File: config.mk
export PLATFORM = sky130hd
export DESIGN_NAME = vga_timing_gen
export DESIGN_NICKNAME = d
export VERILOG_FILES = /design/src/rtl/vga_pkg.sv /design/src/rtl/vga_axis_counter.sv /design/src/rtl/vga_timing_gen.sv
export SDC_FILE = /design/constraint.sdc
export NUM_CORES = 1
export LEC_CHECK = 0
export ABC_AREA = 1
export CAP_MARGIN = 25
export CORE_MARGIN = 2
export CORE_UTILIZATION = 47
export CTS_CLUSTER_DIAMETER = 60
export DETAILED_ROUTE_END_ITERATION = 12
export GPL_ROUTABILITY_DRIVEN = 0
export GPL_TIMING_DRIVEN = 0
export MAX_ROUTING_LAYER = met4
export PLACE_DENSITY_LB_ADDON = 0.15
export SYNTH_ARGS = -nofsm -noshare
export SYNTH_HDL_FRONTEND = slang
export SYNTH_SLANG_ARGS = --single-unit
File: constraint.sdc
create_clock -name clock -period 1.9 [get_ports clock]
set_input_delay 0.38 -clock clock [delete_from_list [all_inputs] [get_ports clock]]
set_output_delay 0.38 -clock clock [all_outputs]
set_load 0.05 [all_outputs]
File: src/rtl/vga_pkg.sv
// rtl/vga_pkg.sv - shared VGA timing defaults and sync-window helper
package vga_pkg;

  localparam int unsigned CNT_W = 12;

  localparam int unsigned DEF_H_ACTIVE = 640;
  localparam int unsigned DEF_H_FP     = 16;
  localparam int unsigned DEF_H_SYNC   = 96;
  localparam int unsigned DEF_H_BP     = 48;
  localparam int unsigned DEF_V_ACTIVE = 480;
  localparam int unsigned DEF_V_FP     = 10;
  localparam int unsigned DEF_V_SYNC   = 2;
  localparam int unsigned DEF_V_BP     = 33;

  localparam int unsigned DEF_H_TOTAL = DEF_H_ACTIVE + DEF_H_FP + DEF_H_SYNC + DEF_H_BP;
  localparam int unsigned DEF_V_TOTAL = DEF_V_ACTIVE + DEF_V_FP + DEF_V_SYNC + DEF_V_BP;

  // Sync is asserted over [active+fp, active+fp+sync-1] of an axis.
  function automatic logic in_sync_window(input logic [CNT_W-1:0] count,
                                          input int unsigned active,
                                          input int unsigned fp,
                                          input int unsigned sync);
    int unsigned c;
    c = 32'(count);
    return (c >= active + fp) && (c < active + fp + sync);
  endfunction

endpackage

File: src/rtl/vga_axis_counter.sv
// rtl/vga_axis_counter.sv - one timing axis: position counter with active and sync decode
module vga_axis_counter import vga_pkg::*; #(
  parameter int unsigned ACTIVE = DEF_H_ACTIVE,
  parameter int unsigned FP     = DEF_H_FP,
  parameter int unsigned SYNC   = DEF_H_SYNC,
  parameter int unsigned BP     = DEF_H_BP
) (
  input  logic             clock,
  input  logic             reset,
  input  logic             step,
  output logic [CNT_W-1:0] count,
  output logic             wrap,
  output logic             active,
  output logic             sync
);

  localparam int unsigned      TOTAL = ACTIVE + FP + SYNC + BP;
  localparam logic [CNT_W-1:0] LAST  = CNT_W'(TOTAL - 1);

  logic [CNT_W-1:0] count_q, count_d;

  assign wrap = step && (count_q == LAST);

  always_comb begin
    count_d = count_q;
    if (wrap) begin
      count_d = '0;
    end else if (step) begin
      count_d = count_q + CNT_W'(1);
    end
  end

  always_ff @(posedge clock) begin
    if (reset) begin
      count_q <= '0;
    end else begin
      count_q <= count_d;
    end
  end

  assign count  = count_q;
  assign active = (32'(count_q) < ACTIVE);
  assign sync   = in_sync_window(count_q, ACTIVE, FP, SYNC);

endmodule

File: src/rtl/vga_timing_gen.sv
// rtl/vga_timing_gen.sv - VGA raster timing with pixel request and registered video outputs
module vga_timing_gen import vga_pkg::*; #(
  parameter int unsigned H_ACTIVE  = DEF_H_ACTIVE,
  parameter int unsigned H_FP      = DEF_H_FP,
  parameter int unsigned H_SYNC    = DEF_H_SYNC,
  parameter int unsigned H_BP      = DEF_H_BP,
  parameter int unsigned V_ACTIVE  = DEF_V_ACTIVE,
  parameter int unsigned V_FP      = DEF_V_FP,
  parameter int unsigned V_SYNC    = DEF_V_SYNC,
  parameter int unsigned V_BP      = DEF_V_BP,
  parameter bit          HSYNC_POL = 1'b0,
  parameter bit          VSYNC_POL = 1'b0,
  parameter int unsigned COLOR_W   = 4
) (
  input  logic                   clock,
  input  logic                   reset,
  input  logic                   enable,
  input  logic [3*COLOR_W-1:0]   pixel_data,
  input  logic                   pixel_valid,
  output logic                   pixel_req,
  output logic [CNT_W-1:0]       x,
  output logic [CNT_W-1:0]       y,
  output logic                   hsync,
  output logic                   vsync,
  output logic [COLOR_W-1:0]     red,
  output logic [COLOR_W-1:0]     green,
  output logic [COLOR_W-1:0]     blue,
  output logic                   de,
  output logic                   frame_start,
  output logic                   underflow
);

  logic [CNT_W-1:0] h_count, v_count;
  logic             h_wrap, h_active, h_sync;
  logic             v_wrap_unused, v_active, v_sync;
  logic             cnt_clear;

  // Holding enable low parks both counters at the origin so re-enable starts a fresh frame.
  assign cnt_clear = reset || !enable;

  vga_axis_counter #(
    .ACTIVE(H_ACTIVE), .FP(H_FP), .SYNC(H_SYNC), .BP(H_BP)
  ) u_h_axis (
    .clock  (clock),
    .reset  (cnt_clear),
    .step   (1'b1),
    .count  (h_count),
    .wrap   (h_wrap),
    .active (h_active),
    .sync   (h_sync)
  );

  vga_axis_counter #(
    .ACTIVE(V_ACTIVE), .FP(V_FP), .SYNC(V_SYNC), .BP(V_BP)
  ) u_v_axis (
    .clock  (clock),
    .reset  (cnt_clear),
    .step   (h_wrap),
    .count  (v_count),
    .wrap   (v_wrap_unused),
    .active (v_active),
    .sync   (v_sync)
  );

  assign pixel_req = enable && h_active && v_active;
  assign x         = h_count;
  assign y         = v_count;

  logic                 hsync_q, hsync_d;
  logic                 vsync_q, vsync_d;
  logic                 de_q, de_d;
  logic                 fs_q, fs_d;
  logic                 underflow_q, underflow_d;
  logic [3*COLOR_W-1:0] pix_q, pix_d;

  always_comb begin
    hsync_d     = h_sync ? HSYNC_POL : !HSYNC_POL;
    vsync_d     = v_sync ? VSYNC_POL : !VSYNC_POL;
    de_d        = pixel_req;
    pix_d       = (pixel_req && pixel_valid) ? pixel_data : '0;
    fs_d        = pixel_req && (h_count == '0) && (v_count == '0);
    underflow_d = underflow_q || (pixel_req && !pixel_valid);
    if (!enable) begin
      hsync_d     = !HSYNC_POL;
      vsync_d     = !VSYNC_POL;
      de_d        = 1'b0;
      pix_d       = '0;
      fs_d        = 1'b0;
      underflow_d = underflow_q;
    end
  end

  always_ff @(posedge clock) begin
    if (reset) begin
      hsync_q     <= !HSYNC_POL;
      vsync_q     <= !VSYNC_POL;
      de_q        <= 1'b0;
      pix_q       <= '0;
      fs_q        <= 1'b0;
      underflow_q <= 1'b0;
    end else begin
      hsync_q     <= hsync_d;
      vsync_q     <= vsync_d;
      de_q        <= de_d;
      pix_q       <= pix_d;
      fs_q        <= fs_d;
      underflow_q <= underflow_d;
    end
  end

  assign hsync       = hsync_q;
  assign vsync       = vsync_q;
  assign de          = de_q;
  assign frame_start = fs_q;
  assign underflow   = underflow_q;
  assign red         = pix_q[3*COLOR_W-1 -: COLOR_W];
  assign green       = pix_q[2*COLOR_W-1 -: COLOR_W];
  assign blue        = pix_q[COLOR_W-1 -: COLOR_W];

endmodule

; ---- Yosys cells after proc, flatten, opt, wreduce, memory -nomap -nowiden
; Cells that the tools add are included.
[word_totals]
wordCells = 41
ff_bits = 41
in_bits = 16
output_inout_bits = 42
[classes]
magnitude_cmp = 6
eq_ne = 2
reduce_logical = 19
n_mux = 2
bitwise = 2
add_sub_neg = 2
[op_table]
columns = op, count
row1 = $add A12 B1 Y12 const B, 2
row2 = $eq A12 B10 Y1 const B, 2
row3 = $logic_not A12 Y1, 2
row4 = $lt A12 B10 Y1 const B, 2
row5 = $lt A12 B9 Y1 const B, 2
row6 = $ge A12 B10 Y1 const B, 1
row7 = $ge A12 B9 Y1 const B, 1
row8 = $logic_and A1 B1 Y1, 9
row9 = $reduce_or A2 Y1, 3
row10 = $reduce_or A3 Y1, 1
row11 = $logic_not A1 Y1, 2
row12 = $logic_or A1 B1 Y1, 2
row13 = $mux W1, 2
row14 = $not A1 Y1, 2

; ---- Logic depth before layout (Yosys ltp)
; Gate-level depths: netlist of the first run.
[depth]
ltp_word = 6
depth_mapped = 10
mapped_depth_nobuf = 10

; ---- Modules after synthesis
; A second synthesis of the first run with hierarchy kept.
[hier_totals]
cells_unflattened = 309
area_unflattened_um2 = 2194.6
[by_module_without_submodules]
columns = mod, seq_area_each_um2, area_per_inst_um2, cells_each, instances
row1 = vga_axis_counter (u_h_axis), 240.2, 785.8, 116, 1
row2 = vga_axis_counter (u_v_axis), 240.2, 775.7, 113, 1
row3 = vga_timing_gen, 340.3, 633.1, 80, 1

; ---- Worst setup path after synthesis of the first run
; Ideal clock, no wire load.
[synth_timing]
path_type = register -> register
startpoint = register u_h_axis.count_q[9] (netlist: u_h_axis.count[9])
endpoint = register pix_q[0]
t_arrival_ns = 1.811
path_stages_with_launch = 9
path_buffers = 1
setup_ns = 0.112
slack_ns = -0.023
required_ns = 1.788
period_less_slack_ns = 1.923
cell_sequence = dfxtp_1 -> inv_1 -> nor3_1 -> nand2_1 -> nand3_1 -> inv_1 -> nand2_1 -> buf_4 -> nor2_1
[synth_via]
elab_chain_len = 6
[synth_rtl]
columns = element, line_no
row1 = start: declaration, vga_axis_counter.sv:20  ; logic [CNT_W-1:0] count_q, count_d;
row2 = start signal: assignment, vga_axis_counter.sv:37  ; count_q <= count_d;
row3 = $lt A12 B10 Y1, vga_axis_counter.sv:42  ; assign active = (32'(count_q) < ACTIVE);
row4 = $logic_and A1 B1 Y1 (2 in a row), vga_timing_gen.sv:65  ; assign pixel_req = enable && h_active && v_active;
row5 = net pixel_req, vga_timing_gen.sv:20  ; output logic pixel_req,
row6 = $logic_and A1 B1 Y1, vga_timing_gen.sv:80  ; pix_d = (pixel_req && pixel_valid) ? pixel_data : '0;
row7 = $not A1 Y1 (no line), n/a
row8 = $reduce_or A3 Y1 (no line), n/a
row9 = end signal: assignment, vga_timing_gen.sv:105  ; pix_q <= pix_d;
row10 = end: declaration, vga_timing_gen.sv:74  ; logic [3*COLOR_W-1:0] pix_q, pix_d;
; The timed path passes the listed nets, and every way through them passes these cells.
; A chain may end at the register's enable or synchronous reset.

; ---- Worst setup path after layout of the first run
[layout_timing]
startpoint = register u_h_axis.count_q[11] (netlist: u_h_axis.count[11])
endpoint = output port x[11]
[layout_lines]
columns = element, line_no
row1 = end: declaration, vga_timing_gen.sv:21  ; output logic [CNT_W-1:0] x,
; No word-level cell between the ends.

==> results of run 1 <==
[per-layer routing]
metal	GRT usage	vias to the layer above	part of all wire
met3	0.04797	7	0.042
met2	0.3376	42	0.49
met4	0.05229	0	0.012
met5	-	-	0
li1	-	1024	-
met1	0.2380	847	0.45
[what timing repair did]
item                       4_1_cts  5_1_grt
resized for setup               21       11
setup endpoints to repair       17        5
hold buffers                     0        0
[final timing paths]
kind / start / end / slack [ns]
setup reg to reg: u_h_axis.count[0]$_SDFF_PP0_ / u_v_axis.count[4]$_SDFFE_PP0P_ / 0.31
hold / removal: underflow$_SDFFE_PP0P_ / underflow$_SDFFE_PP0P_ / 0.47
setup / recovery: u_h_axis.count[11]$_SDFF_PP0_ / x[11] / 0.03
hold reg to reg: underflow$_SDFFE_PP0P_ / underflow$_SDFFE_PP0P_ / 0.47
[power breakdown]
group | internal, mW | leakage (nW) | switching [mW]
Combinational | 0.0656 | 0.958 | 0.0922
Clock | 0.287 | 0.0433 | 0.298
Sequential | 0.871 | 0.334 | 0.00566
[cell usage after synthesis]
library cell and number:
a21oi_1 6, a31oi_1 1, buf_2 1, buf_4 1, buf_6 1, dfxtp_1 41
ha_1 4, inv_1 52, inv_2 3, nand2_1 62, nand2_2 4, nand2_4 2
nand3_1 22, nand3_2 6, nand3b_1 1, nand4_1 10, nor2_1 46, nor2_2 2
nor2_4 2, nor3_1 6, nor3_2 2, nor3b_1 1, nor4_1 2, o21ai_0 6
or2_2 1, xor2_1 4
[per-stage QoR]
step           worst slack [ns]    TNS, ns  std cells  total power [mW]
3_3_place_gp            -0.5066    -0.5066        396             1.055
4_1_cts                -0.09489   -0.09489        403             1.636
5_1_grt               -0.003028  -0.003039        403             1.689
2_1_floorplan           0.07169          0        289            0.9873
6_report                0.02892          0        403             1.620
3_5_place_dp            -0.4978    -0.4978        396             1.057
[logic make-up after synthesis]
kind of cell / Yosys count / synth area share
adder cells (fa/ha/maj): 4 / 0.02494
AND/OR/NAND/NOR: 169 / 0.4009
XOR/XNOR: 4 / 0.01745
buffers and inverters: 58 / 0.1147
AO/OA/AOI/OAI: 13 / 0.03305
flip-flops: 41 / 0.4090
[sequential cells by signal, summed over array words and instances, names as in the netlist]
register	flops
pix_q	12
u_h_axis.count	12
u_v_axis.count	12
de	1
frame_start	1
hsync	1
underflow	1
vsync	1
[cell type report]
| cell class | instances | area, sq um |
|---|---|---|
| clock inverters | 1 | 7.507 |
| flip-flops and latches | 41 | 825.8 |
| inverters | 55 | 206.4 |
| fillers | 376 | 1319 |
| multi-input cells | 190 | 968.4 |
| plain buffers | 3 | 23.77 |
| well taps | 50 | 62.56 |
| clock buffers | 6 | 82.58 |
| repair buffers | 57 | 561.8 |
==> impl_results.md, run 1 <==
* Max Clock Freq at 0.5345 GHz
* Drt wl/cell at 11.33 um
* Setup Skew at 0.007422 ns
* Ys Warns at 0
* Worst Path Arrival at 1.49 ns
* Crit path cell chain: clkdlybuf4s50_1
* Grt ovf at 0
* Vias in the first global route at 1702
* Critical Path Source Type: register
* Maxcap violations at 0
* Reg clk slew, reported paths at 0.08 ns
* Diodes inserted at 0
* Clock Root Buffer: clkbuf_8
* Endpoints failing setup at 0
* CP Max Fanout at 4
* Initial Util at 0.4946
* Status: completed
* Fraction of layout cells with a size suffix above 1 at 0.1105
* Mapped Cells at 289
* Dpl hpwl at 3.575 mm
* Sequential fraction of the synthesis area at 0.4090
* Nets at 373
* Yosys cell types at 26
* Most common cell after layout, fill and taps aside: nand2_1
* Worst path depth at 1
* Worst Hold Margin at 0.4690 ns
* CTS Buf Count at 5
* DIE HEIGHT at 69.35 um
* Initial antenna violation count at 0
* Headroom to the max-slew limit at 0.6576
* Top Ports at 58
* Clock latency on the worst-skew pair at 0.29 ns
* Max incr delay on CP at 0.81 ns
* CP delay by family, top: buffers and inverters
* Most frequent cells in the layout: nand2_1 (62), inv_1 (52), nor2_1 (45), dfxtp_1 (37), clkdlybuf4s50_1 (36)
* Fin util at 0.6750
* Worst hold path type: reg -> reg
* Area contributors post-synth: dfxtp_1 (41%), nand2_1 (12%), inv_1 (9.7%)
* Largest net degree at the start of global routing at 13
* RSZ-0062 raised after global routing: yes
* Slowest stage cell, crit path: clkdlybuf4s50_1
* Avg Cell Area, Syn at 6.944 sq um
* DP Area at 2644 sq um
* ANT nets after route at 0
* Largest area contributor in the netlist: dfxtp_1
* Slew Limit Fails at 0
* Final Hold Vio Count at 0
* Syn nets at 309
* FF-to-FF path depth at 6
* Area growth, synth to finish at 36.47%
* Critical path class: reg -> out
* # rows at 23
* Die extent in x at 69.35 um
* Max Root-Sink Buffers at 2
* Hold path depth at 2
* Final period utilization at 0.9848
* Die Footprint at 4809 sq um
* H-tree Lvls at 2
* Synth Register Bits at 41
* First-pass GRT wire length at 7.638 mm
* Sink Count at 41
* Drt initial violations at 101
* Static Leak at 1.336 nW
* Synth top area share at 0.4090
* Placeable Area at 4058 sq um
* Cell Pwr Density at 591.4 nW/um^2
* WP data required at 1.52 ns
* Mapped cell area at 2007 sq um
* Crit. End Element: primary output
* Min Tclk post-route at 1.871 ns
* Design Area, Final at 2739 sq um
* Postcts setup bufs at 0
* First-pass iteration count of the detailed router at 4
* Port buffer count at 57
* Peak VDD IR at 0.4061 mV
* All-Layer GR Usage at 0.1995
* CTS tree: built
* Post-DR vias/cell at 4.764
* Final WL at 4.567 mm
* Worst slew pin tran at 0.5119 ns
* DRC viols at 0
* Total number of vias at 1920
* Buf/Inv on CP at 1
No activity file was read; power rests on OpenSTA's default activity.
==> run 2: changes to the inputs <==
--- a/config.mk
+++ b/config.mk
@@ -14,7 +14,7 @@
 export GPL_ROUTABILITY_DRIVEN = 0
 export GPL_TIMING_DRIVEN = 0
 export MAX_ROUTING_LAYER = met4
-export PLACE_DENSITY_LB_ADDON = 0.15
+export PLACE_DENSITY = 0.91
 export SYNTH_ARGS = -nofsm -noshare
 export SYNTH_HDL_FRONTEND = slang
 export SYNTH_SLANG_ARGS = --single-unit
==> run 2 against run 1 <==
Register-to-register slack lost 0.06 ns. Critical path depth unchanged. Fmax is 0.39% higher. Non-clock buffer count stayed put. Largest power group unchanged. Via count grew 5.5%. Clock power up 28%. Global-route usage is 2.5 points higher. Design area rose by 0.82%. Setup slack improved by 0.0073 ns. Final cell count grew 0.25%. Clock-buffer cell count did not move. Core utilization increased by 0.56 points.
==> impl_results.md, run 2 (synthesis gave the netlist of run 1 again) <==
* DP Area at 2644 sq um
* Worst r2r src: u_h_axis.count[0]$_SDFF_PP0_
* ANT nets after route at 0
* Final period utilization at 0.9809
* Vias in the first global route at 1939
* Sink Count at 41
* Setup TNS at 0 ns
* Most frequent cells in the layout: nand2_1 (62), inv_1 (52), nor2_1 (45), dfxtp_1 (38), clkdlybuf4s50_1 (35)
* CTS tree: built
* All-Layer GR Usage at 0.2240
* Placeable Area at 4058 sq um
* Final Hold Vio Count at 0
* # rows at 23
* Met1 Track Usage GR at 0.2709
* Top Ports at 58
* Peak VDD IR at 0.4555 mV
* Initial Util at 0.4946
* Die extent in x at 69.35 um
* Post-DR vias/cell at 5.012
* Most Crowded Layer GR: met2
* Crit path cell chain: clkdlybuf4s50_1
* Drt wl/cell at 12.44 um
* CP Max Fanout at 4
* Die Footprint at 4809 sq um
* Max Clock Freq at 0.5365 GHz
* Total number of vias at 2025
* CTS Hold Bufs at 0
* Initial antenna violation count at 0
* Dpl hpwl at 3.875 mm
* Flop-to-flop setup slack at 0.25 ns
* Min Tclk post-route at 1.864 ns
* Static Leak at 1.365 nW
* Worst Path Arrival at 1.48 ns
* Reg area at 824.5 sq um
* Fraction of layout cells with a size suffix above 1 at 0.1102
* Cell Pwr Density at 644.8 nW/um^2
* DRC viols at 0
* Multi-input gate area at 963.4 sq um
* Critical Path Sink: x[9]
* Buf/Inv on CP at 1
* Reg2reg end: u_v_axis.count[6]$_SDFFE_PP0P_
* Maxcap violations at 0
* Largest net degree at the start of global routing at 14
* Clock Root Buffer: clkbuf_8
* Setup Skew at 0.006215 ns
* Critical Path Source Type: register
* First-pass GRT wire length at 8.597 mm
* Critical path origin: u_h_axis.count[9]$_SDFF_PP0_
* Final WL at 5.025 mm
* Total power at 1.781 mW
* Area growth, synth to finish at 37.59%
* Worst hold path type: reg -> reg
* Diodes inserted at 0
* Postcts setup bufs at 0
* Nets at 373
* Slowest stage cell, crit path: clkdlybuf4s50_1
* Met2 Usage GRT at 0.3750
* WP data required at 1.52 ns
* RSZ-0062 raised after global routing: yes
* Endpoints failing setup at 0
* Crit. End Element: primary output
* Drt initial violations at 156
* Slew Limit Fails at 0
* First-pass iteration count of the detailed router at 4
* Critical path class: reg -> out
* H-tree Lvls at 2
* # fillers at 351
* Fin util at 0.6805
* Port buffer count at 57
* Reg clk slew, reported paths at 0.08 ns
* Clock latency on the worst-skew pair at 0.30 ns
* Met3 GRT Util at 0.03779
* DIE HEIGHT at 69.35 um
* Max incr delay on CP at 0.81 ns
* Worst slew pin tran at 0.5171 ns
* FF-to-FF path depth at 6
* Headroom to the max-slew limit at 0.6542
* Max Root-Sink Buffers at 2
* CTS Buf Count at 5
* CP delay by family, top: buffers and inverters
* Design Area, Final at 2761 sq um
* Most common cell after layout, fill and taps aside: nand2_1
* Status: completed
* Grt ovf at 0
* Worst path depth at 1
==> run 2: worst min path at each step <==
stage	startpoint	end	slack (ns)	cells after the start
after floorplan	pixel_data[0]	pix_q[0]$_SDFF_PP0_	0.49	2
after global placement	underflow$_SDFFE_PP0P_	underflow$_SDFFE_PP0P_	0.44	2
after detailed placement	underflow$_SDFFE_PP0P_	underflow$_SDFFE_PP0P_	0.46	2
after CTS	underflow$_SDFFE_PP0P_	underflow$_SDFFE_PP0P_	0.48	2
after global routing	u_v_axis.count[11]$_SDFFE_PP0P_	u_v_axis.count[11]$_SDFFE_PP0P_	0.51	2
final	underflow$_SDFFE_PP0P_	underflow$_SDFFE_PP0P_	0.48	2
==> run 2: repair_timing <==
item	CTS	global route
hold endpoints to repair	0	0
endpoints found under the setup margin	17	6
resized for setup	22	8
==> run 2: layout make-up <==
type | count | share of cell area
multi-input cells | 190 | 0.3489
flip-flops and latches | 41 | 0.2986
repair buffers | 57 | 0.2030
inverters | 55 | 0.07476
clock buffers | 6 | 0.02990
well taps | 50 | 0.02266
clock inverters | 2 | 0.01359
plain buffers | 3 | 0.008609
==> run 2: report_power, final <==
part           total (mW)  leakage (nW)  switching [mW]  internal (mW)
sequential          0.877         0.334         0.00541          0.871
combinational       0.158         0.974          0.0939         0.0645
clock               0.746        0.0574           0.318          0.427
==> run 2: layer usage <==
layer | share of wire | wire length, um
met5 | 0 | 0
met3 | 0.045 | 228
met2 | 0.51 | 2554
met1 | 0.43 | 2158
met4 | 0.017 | 84
==> run 2: stage by stage <==
| stage | worst slack, ns | hold slack [ns] | std cells |
|---|---|---|---|
| global route | -0.02642 | 0.5125 | 404 |
| CTS | 0.002274 | 0.4800 | 404 |
| detailed placement | -0.4840 | 0.4583 | 396 |
| finish | 0.03620 | 0.4752 | 404 |
| floorplan | 0.07169 | 0.4922 | 289 |
| global placement | -0.4727 | 0.4434 | 396 |
==> run 3: changes to the inputs <==
--- a/config.mk
+++ b/config.mk
@@ -5,16 +5,15 @@
 export SDC_FILE = /design/constraint.sdc
 export NUM_CORES = 1
 export LEC_CHECK = 0
-export ABC_AREA = 1
 export CAP_MARGIN = 25
 export CORE_MARGIN = 2
-export CORE_UTILIZATION = 47
+export CORE_UTILIZATION = 45
 export CTS_CLUSTER_DIAMETER = 60
 export DETAILED_ROUTE_END_ITERATION = 12
 export GPL_ROUTABILITY_DRIVEN = 0
 export GPL_TIMING_DRIVEN = 0
 export MAX_ROUTING_LAYER = met4
-export PLACE_DENSITY = 0.91
+export PLACE_DENSITY = 0.79
 export SYNTH_ARGS = -nofsm -noshare
 export SYNTH_HDL_FRONTEND = slang
 export SYNTH_SLANG_ARGS = --single-unit
==> run 3 against run 2 <==
The flow now finishes with violations (negative setup slack). Critical path type is now reg -> reg. Flip-flop and latch count unchanged. Clock-buffer cell count unchanged. Combinational power hardly changed.
==> impl_results.md, run 3 <==
* Total power at 1.787 mW
* Setup TNS at -1.378 ns
* Cell Pwr Density at 656.0 nW/um^2
* Placeable Area at 3689 sq um
* Final Hold Vio Count at 0
* Most frequent cells in the layout: clkdlybuf4s50_1 (36), dfxtp_1 (30), nor2_1 (20)
* Max Root-Sink Buffers at 2
* First-pass iteration count of the detailed router at 4
* Sink Count at 41
* Async SR Flop Fraction at 0
* Slowest stage cell, crit path: or4_4
* Critical path class: reg -> reg
* Nets at 285
* WP data required at 2.11 ns
* Most used DFF post-synth: dfxtp_1
* Worst hold start: enable
* FF-to-FF path depth at 4
* Area growth, synth to finish at 57.41%
* First-pass GRT wire length at 6.962 mm
* Setup slack at placement at -0.6592 ns
* Most used cell, CP: or4_4
* DIE HEIGHT at 66.01 um
* Crit path cell chain: or4_4, or4_4, or4_1, a21oi_1
* Port buffer count at 57
* CP delay by family, top: simple AND/OR/NAND/NOR gates
* Final WL at 4.510 mm
* Violated checks: negative setup slack
* Worst r2r src: u_h_axis.count[6]$_SDFF_PP0_
* Vias in the first global route at 1493
* Diodes inserted at 0
* Syn nets at 212
* Fraction of layout cells with a size suffix above 1 at 0.2180
* Worst Hold Margin at 0.4542 ns
* Top Ports at 58
* Maxcap violations at 0
* H-tree Lvls at 2
* Initial antenna violation count at 0
* Setup WS post-layout at -0.1703 ns
* Dpl hpwl at 2.934 mm
* Final period utilization at 1.090
* Hold path endpoint: u_h_axis.count[6]$_SDFF_PP0_
* Headroom to the max-slew limit at 0.6122
* Reg clk slew, reported paths at 0.08 ns
* Die Footprint at 4357 sq um
* Endpoints failing setup at 12
* Drt wl/cell at 14.36 um
* Mapped Cells at 192
* Reg2reg end: u_v_axis.count[10]$_SDFFE_PP0P_
* Min Tclk post-route at 2.070 ns
* Crit. End Element: register
* EDFF count, synth at 0
* Mapped cell area at 1730 sq um
* Avg Cell Area, Syn at 9.013 sq um
* Synth Register Bits at 41
* Slew Limit Fails at 0
* Synth top cells by count: dfxtp_1 (41), nor2_1 (20), and2_1 (12), nand4_1 (12)
* Clock Root Buffer: clkbuf_8
* Sequential fraction of the synthesis area at 0.4743
* Setup Skew at 0.01052 ns
* Worst Path Arrival at 2.28 ns
* # rows at 22
* Initial Util at 0.4691
* Most common cell in the synthesized netlist: dfxtp_1
* CTS tree: built
* Clock latency on the worst-skew pair at 0.28 ns
* CP Max Fanout at 8
* RSZ-0062 raised after global routing: yes
* Flop-to-flop setup slack at -0.17 ns
* CTS Buf Count at 5
* Total number of vias at 1683
* Yosys cell types at 33
* Drt initial violations at 64
* Worst slew pin tran at 0.5806 ns
* Hold path depth at 3
* DRC viols at 0
* Ys Warns at 0
* Max Clock Freq at 0.4830 GHz
* Peak VDD IR at 0.5777 mV
* Buf/Inv on CP at 0
* Area contributors post-synth: dfxtp_1 (47%), xnor2_1 (5.1%), and2_1 (4.3%)
* Largest area contributor in the netlist: dfxtp_1
* Grt ovf at 0
* Status: finished with violations
* Most common cell after layout, fill and taps aside: clkdlybuf4s50_1
* Die extent in x at 66.01 um
* Synth top area share at 0.4743
* Worst hold path type: in -> reg
* Max incr delay on CP at 0.53 ns
* Critical Path Source Type: register
* All-Layer GR Usage at 0.2132
* ANT nets after route at 0
* Post-DR vias/cell at 5.360
* Largest net degree at the start of global routing at 14
* Static Leak at 1.128 nW
-- run 3: changes by cell type in the layout (fill, tap and decap cells not counted), sizes merged, moves of 10 or more --
cell	change
xnor2	+10
buf	+12
inv	-45
and2	+12
nand3	-23
nand2	-62
nor2	-30
-- run 3: report_power, final --
part	internal (mW)	total [mW]	switching, mW
logic	0.0722	0.157	0.0850
clock network	0.469	0.758	0.290
registers	0.865	0.871	0.00584
-- run 3: layer usage --
metal	share of wire	wire [um]	vias up	global-route usage
met3	0.073	330	2	0.04940
li1	-	-	821	-
met5	0	0	-	-
met1	0.43	1922	785	0.2717
met4	0.0053	24	0	0.05357
met2	0.50	2233	75	0.3447
-- run 3: worst max path at each step --
stage                                       from                               to  depth (start not counted)
floorplan           u_h_axis.count[5]$_SDFF_PP0_  u_v_axis.count[10]$_SDFFE_PP0P_                          6
finish              u_h_axis.count[6]$_SDFF_PP0_  u_v_axis.count[10]$_SDFFE_PP0P_                          4
detailed placement                        enable                        pixel_req                          5
global route        u_h_axis.count[6]$_SDFF_PP0_  u_v_axis.count[10]$_SDFFE_PP0P_                          4
global placement                          enable                        pixel_req                          5
CTS                 u_h_axis.count[6]$_SDFF_PP0_  u_v_axis.count[10]$_SDFFE_PP0P_                          5
-- run 3: logic make-up after synthesis --
kind of cell	synth area share
AOI/OAI and AO/OA	0.08533
xor gates and xnor gates	0.05567
adders and majority gates	0.02892
buffers and inverters	0.04917
DFF	0.4743
muxes	0.005785
and+or+nand+nor	0.3008
-- run 3: worst reg2reg max path, cell delays in order (launching register included) --
cell and delay [ns]:
dfxtp_4 0.35, or4_4 0.53, or4_4 0.50, or4_1 0.50
a21oi_1 0.13
-- run 3: final cells by class --
class / instances / area (sq um)
buffer: 7 / 42.54
clock buffer: 6 / 93.84
clock inverter: 2 / 35.03
fill: 275 / 964.7
inverter: 10 / 37.54
multi-input combinational: 131 / 933.4
sequential: 41 / 847.1
tap: 48 / 60.06
timing repair buffer: 69 / 674.4
-- run 3: repair_timing --
action | CTS | global route
hold endpoints to repair | 0 | 0
pin swaps | 14 | 5
gates resized for setup | 40 | 24
buffers inserted | 4 | 7
hold buffers | 0 | 0
setup endpoints to repair | 36 | 40
gates cloned | 1 | 0
-- run 3: per-stage QoR --
stage	util	instance area [sq um]	instances
floorplan	-	1777	192
global placement	0.6526	2407	297
detailed placement	0.6526	2407	297
CTS	0.7083	2613	308
global route	0.7385	2724	314
finish	0.7385	2724	314
